[src/rtl/srcsel_pkg.sv]
// Shared select encodings and the stage state type for the ALU operand-select stage.
package srcsel_pkg;

  localparam int SEL_W = 2;

  localparam logic [SEL_W-1:0] SRC_A_RS1  = 2'd0;
  localparam logic [SEL_W-1:0] SRC_A_PC   = 2'd1;
  localparam logic [SEL_W-1:0] SRC_A_ZERO = 2'd2;

  localparam logic [SEL_W-1:0] SRC_B_RS2  = 2'd0;
  localparam logic [SEL_W-1:0] SRC_B_IMM  = 2'd1;
  localparam logic [SEL_W-1:0] SRC_B_FOUR = 2'd2;
  localparam logic [SEL_W-1:0] SRC_B_ZERO = 2'd3;

  typedef enum logic [1:0] {
    IDLE  = 2'd0,
    WAIT  = 2'd1,
    VALID = 2'd2
  } state_e;

endpackage

[src/rtl/fwd_match.sv]
// Tag compare against all writeback buses; the lowest-index matching bus supplies the data.
module fwd_match #(
  parameter int NUM_FWD  = 2,
  parameter int TAG_LEN  = 6,
  parameter int DATA_LEN = 32
) (
  input  logic [TAG_LEN-1:0]          tag,
  input  logic [NUM_FWD-1:0]          fwd_valid,
  input  logic [NUM_FWD*TAG_LEN-1:0]  fwd_tag,
  input  logic [NUM_FWD*DATA_LEN-1:0] fwd_data,
  output logic                        hit,
  output logic [DATA_LEN-1:0]         data
);

  // Scan from the top down so the last assignment, i.e. the lowest index, wins.
  always_comb begin
    hit  = 1'b0;
    data = '0;
    for (int i = NUM_FWD - 1; i >= 0; i--) begin
      if (fwd_valid[i] && (fwd_tag[i*TAG_LEN +: TAG_LEN] == tag)) begin
        hit  = 1'b1;
        data = fwd_data[i*DATA_LEN +: DATA_LEN];
      end
    end
  end

endmodule

[src/rtl/operand_sel_stage.sv]
// Registered operand-select stage between issue and ALU: holds one instruction until its
// register operands resolve (directly or via writeback forwarding), then presents ALU src A/B.
module operand_sel_stage
  import srcsel_pkg::*;
#(
  parameter int DATA_LEN = 32,
  parameter int ADDR_LEN = 32,
  parameter int TAG_LEN  = 6,
  parameter int NUM_FWD  = 2
) (
  input  logic                        clk,
  input  logic                        reset_n,
  input  logic                        flush,
  input  logic                        in_valid,
  output logic                        in_ready,
  input  logic [SEL_W-1:0]            src_a_sel,
  input  logic [SEL_W-1:0]            src_b_sel,
  input  logic [ADDR_LEN-1:0]         pc,
  input  logic [DATA_LEN-1:0]         imm,
  input  logic [DATA_LEN-1:0]         rs1,
  input  logic [DATA_LEN-1:0]         rs2,
  input  logic                        rs1_rdy,
  input  logic                        rs2_rdy,
  input  logic [TAG_LEN-1:0]          rs1_tag,
  input  logic [TAG_LEN-1:0]          rs2_tag,
  input  logic [NUM_FWD-1:0]          fwd_valid,
  input  logic [NUM_FWD*TAG_LEN-1:0]  fwd_tag,
  input  logic [NUM_FWD*DATA_LEN-1:0] fwd_data,
  output logic                        out_valid,
  input  logic                        out_ready,
  output logic [DATA_LEN-1:0]         alu_src_a,
  output logic [DATA_LEN-1:0]         alu_src_b,
  output state_e                      state_dbg
);

  // Handshakes: a transfer happens on a cycle where valid && ready are both high. in_ready
  // depends only on state and out_ready; out_valid and alu_src_a/b stay stable until taken.

  state_e state, next_state;

  logic [SEL_W-1:0]    sel_a_q, sel_b_q;
  logic [ADDR_LEN-1:0] pc_q;
  logic [DATA_LEN-1:0] imm_q, a_val_q, b_val_q;
  logic                a_rdy_q, b_rdy_q;
  logic [TAG_LEN-1:0]  a_tag_q, b_tag_q;
  logic [DATA_LEN-1:0] src_a_q, src_b_q;

  logic                capture, hold_update, load_out, ops_ok;
  logic [SEL_W-1:0]    cur_sel_a, cur_sel_b;
  logic [ADDR_LEN-1:0] cur_pc;
  logic [DATA_LEN-1:0] cur_imm, cur_a_val, cur_b_val;
  logic                cur_a_rdy, cur_b_rdy;
  logic [TAG_LEN-1:0]  cur_a_tag, cur_b_tag;
  logic                a_hit, b_hit;
  logic [DATA_LEN-1:0] a_fwd, b_fwd;
  logic                a_rdy_n, b_rdy_n, a_ok, b_ok;
  logic [DATA_LEN-1:0] a_val_n, b_val_n, src_a_n, src_b_n;

  assign in_ready    = (state == IDLE) || ((state == VALID) && out_ready);
  assign capture     = in_valid && in_ready;
  assign hold_update = capture || (state == WAIT);

  // The forward matchers see the incoming request on capture and the held entry otherwise.
  assign cur_sel_a = capture ? src_a_sel : sel_a_q;
  assign cur_sel_b = capture ? src_b_sel : sel_b_q;
  assign cur_pc    = capture ? pc        : pc_q;
  assign cur_imm   = capture ? imm       : imm_q;
  assign cur_a_val = capture ? rs1       : a_val_q;
  assign cur_b_val = capture ? rs2       : b_val_q;
  assign cur_a_rdy = capture ? rs1_rdy   : a_rdy_q;
  assign cur_b_rdy = capture ? rs2_rdy   : b_rdy_q;
  assign cur_a_tag = capture ? rs1_tag   : a_tag_q;
  assign cur_b_tag = capture ? rs2_tag   : b_tag_q;

  fwd_match #(
    .NUM_FWD (NUM_FWD),
    .TAG_LEN (TAG_LEN),
    .DATA_LEN(DATA_LEN)
  ) u_fwd_a (
    .tag      (cur_a_tag),
    .fwd_valid(fwd_valid),
    .fwd_tag  (fwd_tag),
    .fwd_data (fwd_data),
    .hit      (a_hit),
    .data     (a_fwd)
  );

  fwd_match #(
    .NUM_FWD (NUM_FWD),
    .TAG_LEN (TAG_LEN),
    .DATA_LEN(DATA_LEN)
  ) u_fwd_b (
    .tag      (cur_b_tag),
    .fwd_valid(fwd_valid),
    .fwd_tag  (fwd_tag),
    .fwd_data (fwd_data),
    .hit      (b_hit),
    .data     (b_fwd)
  );

  // An operand already holding its value ignores later forwards on the same tag.
  assign a_rdy_n = cur_a_rdy || a_hit;
  assign b_rdy_n = cur_b_rdy || b_hit;
  assign a_val_n = (!cur_a_rdy && a_hit) ? a_fwd : cur_a_val;
  assign b_val_n = (!cur_b_rdy && b_hit) ? b_fwd : cur_b_val;
  assign a_ok    = (cur_sel_a != SRC_A_RS1) || a_rdy_n;
  assign b_ok    = (cur_sel_b != SRC_B_RS2) || b_rdy_n;
  assign ops_ok  = a_ok && b_ok;

  always_comb begin
    src_a_n = '0;
    case (cur_sel_a)
      SRC_A_RS1: src_a_n = a_val_n;
      SRC_A_PC:  src_a_n = DATA_LEN'(cur_pc);
      default:   src_a_n = '0;
    endcase
  end

  always_comb begin
    src_b_n = '0;
    case (cur_sel_b)
      SRC_B_RS2:  src_b_n = b_val_n;
      SRC_B_IMM:  src_b_n = cur_imm;
      SRC_B_FOUR: src_b_n = DATA_LEN'(4);
      default:    src_b_n = '0;
    endcase
  end

  always_comb begin
    next_state = state;
    case (state)
      IDLE: begin
        if (capture) next_state = ops_ok ? VALID : WAIT;
      end
      WAIT: begin
        if (ops_ok) next_state = VALID;
      end
      VALID: begin
        if (out_ready) begin
          if (capture) next_state = ops_ok ? VALID : WAIT;
          else         next_state = IDLE;
        end
      end
      default: next_state = IDLE;
    endcase
    if (flush) next_state = IDLE;
  end

  assign load_out = !flush && hold_update && ops_ok;

  always_ff @(posedge clk or negedge reset_n) begin
    if (!reset_n) begin
      state   <= IDLE;
      sel_a_q <= '0;
      sel_b_q <= '0;
      pc_q    <= '0;
      imm_q   <= '0;
      a_val_q <= '0;
      b_val_q <= '0;
      a_rdy_q <= 1'b0;
      b_rdy_q <= 1'b0;
      a_tag_q <= '0;
      b_tag_q <= '0;
      src_a_q <= '0;
      src_b_q <= '0;
    end else begin
      state <= next_state;
      if (!flush && hold_update) begin
        sel_a_q <= cur_sel_a;
        sel_b_q <= cur_sel_b;
        pc_q    <= cur_pc;
        imm_q   <= cur_imm;
        a_val_q <= a_val_n;
        b_val_q <= b_val_n;
        a_rdy_q <= a_rdy_n;
        b_rdy_q <= b_rdy_n;
        a_tag_q <= cur_a_tag;
        b_tag_q <= cur_b_tag;
      end
      if (load_out) begin
        src_a_q <= src_a_n;
        src_b_q <= src_b_n;
      end
    end
  end

  assign out_valid = (state == VALID);
  assign alu_src_a = src_a_q;
  assign alu_src_b = src_b_q;
  assign state_dbg = state;

endmodule

[config.mk]
export PLATFORM = sky130hd
export DESIGN_NAME = operand_sel_stage
export DESIGN_NICKNAME = d
export VERILOG_FILES = /design/src/rtl/srcsel_pkg.sv /design/src/rtl/fwd_match.sv /design/src/rtl/operand_sel_stage.sv
export SDC_FILE = /design/constraint.sdc
export NUM_CORES = 1
export LEC_CHECK = 0
export CORE_MARGIN = 2
export CORE_UTILIZATION = 50
export CTS_CLUSTER_SIZE = 20
export DETAILED_ROUTE_END_ITERATION = 7
export PLACE_DENSITY_LB_ADDON = 0.25
export SLEW_MARGIN = 5
export SYNTH_ARGS = -nofsm -noshare
export SYNTH_HDL_FRONTEND = slang
export SYNTH_SLANG_ARGS = --single-unit
[constraint.sdc]
create_clock -name clk -period 3.7 [get_ports clk]
set_clock_uncertainty 0.15 [all_clocks]
set_input_delay 0.37 -clock clk [delete_from_list [all_inputs] [get_ports clk]]
set_output_delay 0.37 -clock clk [all_outputs]
set_load 0.01 [all_outputs]
==> results of run 1 <==
through the flow:
| stage | hold slack, ns | cells |
|---|---|---|
| 3_5_place_dp | 0.3248 | 1981 |
| 6_report | 0.2927 | 2030 |
| 4_1_cts | 0.2876 | 2028 |
| 2_1_floorplan | -0.07559 | 1415 |
| 3_3_place_gp | 0.3112 | 1981 |
| 5_1_grt | 0.3206 | 2029 |
kinds of logic after synthesis:
kind of cell | count (synthesis) | synth area share
flops | 212 | 0.3957
compound gates | 480 | 0.2554
buf+inv | 149 | 0.04769
mux | 213 | 0.1731
xor+xnor | 9 | 0.005880
simple gates | 352 | 0.1222
worst max-delay path, stage by stage, from the launching register on:
cell	delay (ns)
dfrtp_1	0.38
buf_4	0.16
nor2b_1	0.10
buf_4	0.19
nand2_4	0.15
a2111oi_0	0.52
nor2_1	0.12
or3_1	0.49
buf_12	0.24
a221oi_1	0.54
a31oi_1	0.07
o21ai_0	0.17
cells in the mapped netlist, types with 10 or more instances:
| library cell | count | share of area |
|---|---|---|
| dfrtp_1 | 212 | 0.40 |
| nand2_1 | 182 | 0.051 |
| mux2_2 | 148 | 0.12 |
| clkbuf_1 | 89 | 0.025 |
| o21ai_0 | 79 | 0.029 |
| mux2i_1 | 64 | 0.048 |
| a22o_1 | 63 | 0.041 |
| a31oi_1 | 55 | 0.026 |
| nand3_1 | 45 | 0.017 |
| o22ai_1 | 39 | 0.018 |
| and2_1 | 36 | 0.017 |
| a2bb2oi_1 | 34 | 0.022 |
| a221oi_1 | 32 | 0.021 |
| a21oi_1 | 31 | 0.012 |
| buf_2 | 31 | 0.012 |
| a21o_1 | 28 | 0.016 |
| a22oi_1 | 27 | 0.015 |
| and3_1 | 25 | 0.012 |
| o21ai_1 | 25 | 0.0093 |
| o221ai_1 | 24 | 0.016 |
| nor2_1 | 21 | 0.0059 |
| inv_1 | 14 | 0.0039 |
| nor3_1 | 11 | 0.0041 |
| nor2b_1 | 10 | 0.0047 |
state kept, by name, summed over array words and instances (netlist names), 2 cells and up:
signal,cells
a_val_q,32
alu_src_a,32
alu_src_b,32
b_val_q,32
imm_q,32
pc_q,32
a_tag_q,6
b_tag_q,6
sel_a_q,2
sel_b_q,2
state_dbg,2
timing repair:
action | CTS | global route
hold buffers | 1 | 0
setup buffers | 0 | 0
hold endpoints to repair | 91 | 0
resized for setup | 0 | 0
endpoints found under the setup margin | 0 | 0
how the worst max path moves through the flow:
stage	slack, ns	depth (start not counted)	endpoint
floorplan	0.62	12	alu_src_b[30]$_DFFE_PN0P_
global placement	0.03	11	alu_src_b[30]$_DFFE_PN0P_
detailed placement	0.04	10	b_val_q[9]$_DFFE_PN0P_
CTS	0.37	11	b_val_q[9]$_DFFE_PN0P_
global route	0.16	11	alu_src_b[15]$_DFFE_PN0P_
finish	0.31	11	b_val_q[9]$_DFFE_PN0P_
cell type report:
class,instances,share of cell area
Antenna cell,2,0.0002787
Clock buffer,30,0.03762
Clock inverter,16,0.01017
Inverter,14,0.002926
Multi-Input combinational cell,1054,0.4206
Sequential cell,212,0.2955
Tap cell,335,0.02334
Timing Repair Buffer,367,0.2096
routing by layer:
| metal | part of all wire | vias up | track usage |
|---|---|---|---|
| met1 | 0.38 | 6564 | 0.4548 |
| met2 | 0.47 | 884 | 0.5844 |
| met5 | 0.00082 | - | 0 |
| met4 | 0.051 | 6 | 0.1614 |
| li1 | - | 5895 | - |
| met3 | 0.099 | 167 | 0.07894 |
power groups by stage:
stage	Combinational, mW	Clock, mW	Sequential [mW]
5_1_grt	4.84	2.72	3.97
3_5_place_dp	4.44	0	3.87
2_1_floorplan	2.51	0	3.81
6_report	4.51	2.61	3.88
4_1_cts	4.47	2.62	3.86
3_3_place_gp	4.34	0	3.85
==> results.md, run 1 <==
- Net Sw Frac: 0.3597
- Tot Pwr: 11.00 mW
- Mapped Nets: 1,644
- Worst setup path startpoint: state_dbg[0]$_DFFE_PN0P_
- CP endpoint kind: flip-flop
- Commonest non-fill, non-tap cells in the layout: clkdlybuf4s50_1 (295), dfrtp_1 (211), nand2_1 (181)
- Synth-to-layout area growth: 33.97%
- Die width: 167.7 um
- Total GRT Usage: 0.3574
- Final min period: 3.394 ns
- Pre-antenna DRT Iters: 7
- Clk pwr share: 0.237
- Status: finished clean
- Yosys reg bits: 212
- Clock Latency Late Sink: 0.55 ns
- Num ports: 297
- Fmax: 0.2946 GHz
- Hold Crit Endpoint: state_dbg[1]$_DFFE_PN0P_
- CTS Buf Count: 26
- Clock Tree Buf Depth: 3
- CTS root buf: clkbuf_16
- First-pass GRT wire length: 78,500 um
- Gate power share: 0.410
- Worst endpoint required time: 4.01 ns
- Fillers: 2,024
- Routability Congestion: 0.9446
- Worst r2r dst: b_val_q[9]$_DFFE_PN0P_
- HPWL after DPL: 35,620 um
- Slew margin rel.: 0.4356
- CP arrival: 3.70 ns
- HP Class: input pin to flip-flop
- CTS tree: built
- Initial core utilization: 0.5115
- Mean Syn Cell Area: 9.474 sq um
- Pins Over Slew Limit: 0
- Die area: 28,140 sq um
- Internal Power: 7.043 mW
- Setup-failing EPs final: 0
- Syn Std Cell Area: 13,410 sq um
- R2R depth: 11
- Crit Path Max Fanout: 32
- Placed cell areas: 17,090 sq um
- Number of I/O port buffers: 296
- Predominant post-synthesis flop cell: dfrtp_1
- CP startpoint kind: flip-flop
- Site Rows: 59
- Static leakage: 7.145 nW
- Slew @ Worst Pin: 0.8467 ns
- Layout Nets: 1,904
- ANT nets after route: 0
- Total global routing overflow: 0
- R2R setup slack: 0.31 ns
- Worst Hold Path Cells: 2
- Fin crit share: 0.9173
- Min setup slack post-route: 0.3060 ns
- Initial antenna violation count: 6
- Max H-tree Level: 1
- Fraction of layout cells with a size suffix above 1: 0.1683
- Final total negative setup slack: 0 ns
- RSZ-0062 raised after global routing: no
- Sequential Power Share: 0.353
- Async set or reset register ratio after synthesis: 1.000
- Synth unique cells: 62
- Min-delay src: out_ready
- Largest net degree at the start of global routing: 94
- Avg WL per Cell: 25.31 um
- Net Switching: 3.957 mW
- Peak VDD IR: 0.0004009 V
- Area of the multi-input gates: 7553 sq um
- Core Footprint: 26,210 sq um
- Vias in the first global route: 13,230
- Die height: 167.7 um
- DRC: 0
- Fin area: 17,960 sq um
- Routed vias: 13,516
- Clock sink count: 212
- Post-Syn Instances: 1,415
- Initial DRC Count: 1,396
- Maxcap violations: 0
- WS Path Type: flip-flop to flip-flop
- Power Dens Cells: 612.5 nW/um^2
- Register area: 5306 sq um
- Most common cell after layout, fill and taps aside: clkdlybuf4s50_1
- Post-synth EDFFs: 0
- Sequential fraction of the synthesis area: 0.3957
- Via density per instance: 6.658
- Endpoints failing hold: 0
- Worst-path clk slew: 0.06 ns
- YS warnings: 0
- Post-layout util: 0.6853
- Post-placement worst setup slack: 0.03880 ns
- WL final: 51,370 um
- Reg-to-Reg Start: state_dbg[0]$_DFFE_PN0P_
No activity file was read; power rests on OpenSTA's default activity.
==> run 2: changes to the inputs <==
--- a/config.mk
+++ b/config.mk
@@ -10,6 +10,7 @@
 export CTS_CLUSTER_SIZE = 20
 export DETAILED_ROUTE_END_ITERATION = 7
 export PLACE_DENSITY_LB_ADDON = 0.25
+export REMOVE_ABC_BUFFERS = 1
 export SLEW_MARGIN = 5
 export SYNTH_ARGS = -nofsm -noshare
 export SYNTH_HDL_FRONTEND = slang
==> constraint.sdc (replaced) <==
create_clock -name clk -period 3.4 [get_ports clk]
set_clock_uncertainty 0.15 [all_clocks]
set_input_delay 0.34 -clock clk [delete_from_list [all_inputs] [get_ports clk]]
set_output_delay 0.34 -clock clk [all_outputs]
set_load 0.01 [all_outputs]
==> run 2 against run 1 <==
  * Sequential cell count did not move
  * First-iteration DRC count rose by 19%
  * Clock-buffer cell count rose by 8
  * Non-clock buffer count rose by 50
==> results.md, run 2 (synthesis results as in run 1) <==
- Num ports: 297
- Avg WL per Cell: 25.63 um
- Initial core utilization: 0.5115
- HP Class: input pin to async pin
- CP endpoint kind: flip-flop
- CTS Buf Count: 24
- HPWL after DPL: 35,920 um
- Slew @ Worst Pin: 1.208 ns
- Register area: 5306 sq um
- Fraction of layout cells with a size suffix above 1: 0.1976
- Clock Tree Buf Depth: 3
- Dpl cells: 2,028
- Initial antenna violation count: 2
- CTS root buf: clkbuf_16
- CP arrival: 3.63 ns
- Setup-failing EPs final: 0
- Die width: 167.7 um
- Fin crit share: 0.9910
- Static leakage: 7.390 nW
- Fmax: 0.2968 GHz
- Site Rows: 59
- Clock Latency Late Sink: 0.54 ns
- Total GRT Usage: 0.3671
- Fin area: 18,420 sq um
- Synth-to-layout area growth: 37.42%
- Layout Nets: 1,952
- Routed vias: 14,036
- Number of I/O port buffers: 296
- Area of the multi-input gates: 7662 sq um
- Core Footprint: 26,210 sq um
- Placed cell areas: 17,550 sq um
- Pre-antenna DRT Iters: 6
- Maxcap violations: 0
- Status: finished clean
- Peak VDD IR: 0.0004041 V
- Commonest non-fill, non-tap cells in the layout: clkdlybuf4s50_1 (294), dfrtp_1 (211), nand2_1 (179)
- WS Path Type: flip-flop to flip-flop
- Power Dens Cells: 656.9 nW/um^2
- Slew margin rel.: 0.1935
- Non-Filler Instances: 2,078
- Crit Path Max Fanout: 9
- Tot Pwr: 12.10 mW
- ANT nets after route: 0
- Via density per instance: 6.755
- Final min period: 3.369 ns
- Die area: 28,140 sq um
- Worst-path clk slew: 0.06 ns
- CP startpoint kind: flip-flop
- DRC: 0
- Total global routing overflow: 0
- Die height: 167.7 um
- Max H-tree Level: 1
- Routability Congestion: 0.8990
- Fillers: 1,960
- Final total negative setup slack: 0 ns
- Worst endpoint required time: 3.66 ns
- Pins Over Slew Limit: 0
- CTS tree: built
- Clock sink count: 212
- Initial DRC Count: 1,668
- Most common cell after layout, fill and taps aside: clkdlybuf4s50_1
- Vias in the first global route: 14,164
- Post-layout util: 0.7029
- WL final: 53,250 um
- Largest net degree at the start of global routing: 96
- First-pass GRT wire length: 80,630 um
- Endpoints failing hold: 0
-- run 2: changes by cell type in the layout (fill, tap and decap cells not counted), sizes merged, moves of 2 or more --
cell,before,now
buf,70,122
bufinv,3,1
clkbuf,31,38
clkinv,10,4
-- run 2: final timing paths --
check / from / endpoint / slack, ns / depth (start not counted)
min reg2reg: b_val_q[19]$_DFFE_PN0P_ / b_val_q[19]$_DFFE_PN0P_ / 0.34 / 2
max reg2reg: state_dbg[0]$_DFFE_PN0P_ / alu_src_a[25]$_DFFE_PN0P_ / 0.03 / 11
max in group asynchronous: reset_n / b_val_q[11]$_DFFE_PN0P_ / 2.02 / 3
min in group clk: rs1_tag[3] / a_tag_q[3]$_DFFE_PN0P_ / 0.28 / 3
max: state_dbg[0]$_DFFE_PN0P_ / alu_src_a[25]$_DFFE_PN0P_ / 0.03 / 11
min: reset_n / imm_q[28]$_DFFE_PN0P_ / 0.21 / 2
-- run 2: cell type report --
cell class / count / area share
multi-input cells: 1054 / 0.4159
flip-flops and latches: 212 / 0.2881
repair buffers: 417 / 0.2266
clock buffers: 38 / 0.03980
well taps: 335 / 0.02275
clock inverters: 6 / 0.003736
inverters: 14 / 0.002853
diodes: 2 / 0.0002717
-- run 2: routing by layer --
layer | track usage | wire [um]
met2 | 0.5670 | 23770
met4 | 0.1777 | 2654
met5 | 0 | 0
met1 | 0.4851 | 20600
met3 | 0.09029 | 6229
-- run 2: repair_timing --
item,4_1_cts,5_1_grt
buffers inserted,0,3
gates cloned,0,0
hold buffers,1,0
endpoints found under the setup margin,18,79
gates resized for setup,1,5
hold endpoints to repair,70,0
pin swaps,0,1
-- run 2: per-stage QoR --
stage / setup slack (ns) / hold WS [ns]
2_1_floorplan: -4.840 / -0.1056
3_3_place_gp: -0.3637 / 0.2043
3_5_place_dp: -0.4141 / 0.2124
4_1_cts: 0.03603 / 0.2526
5_1_grt: -0.004054 / 0.2719
6_report: 0.03066 / 0.2055
-- run 2: where the power goes --
part           internal (mW)  switching [mW]  total [mW]
Combinational           2.62            2.58        5.20
Clock                   1.55            1.12        2.67
Sequential              3.52           0.709        4.23
Total                   7.69            4.41        12.1
-- run 2: worst max-delay path: stages, from the launching register on --
cell and delay, ns:
dfrtp_1 0.44, nand2b_1 0.22, buf_4 0.19, or4_1 0.40
a21oi_1 0.20, a2bb2oi_1 0.38, a211oi_4 0.11, buf_4 0.20
buf_4 0.15, a22o_1 0.19, a221o_1 0.32, mux2_2 0.29
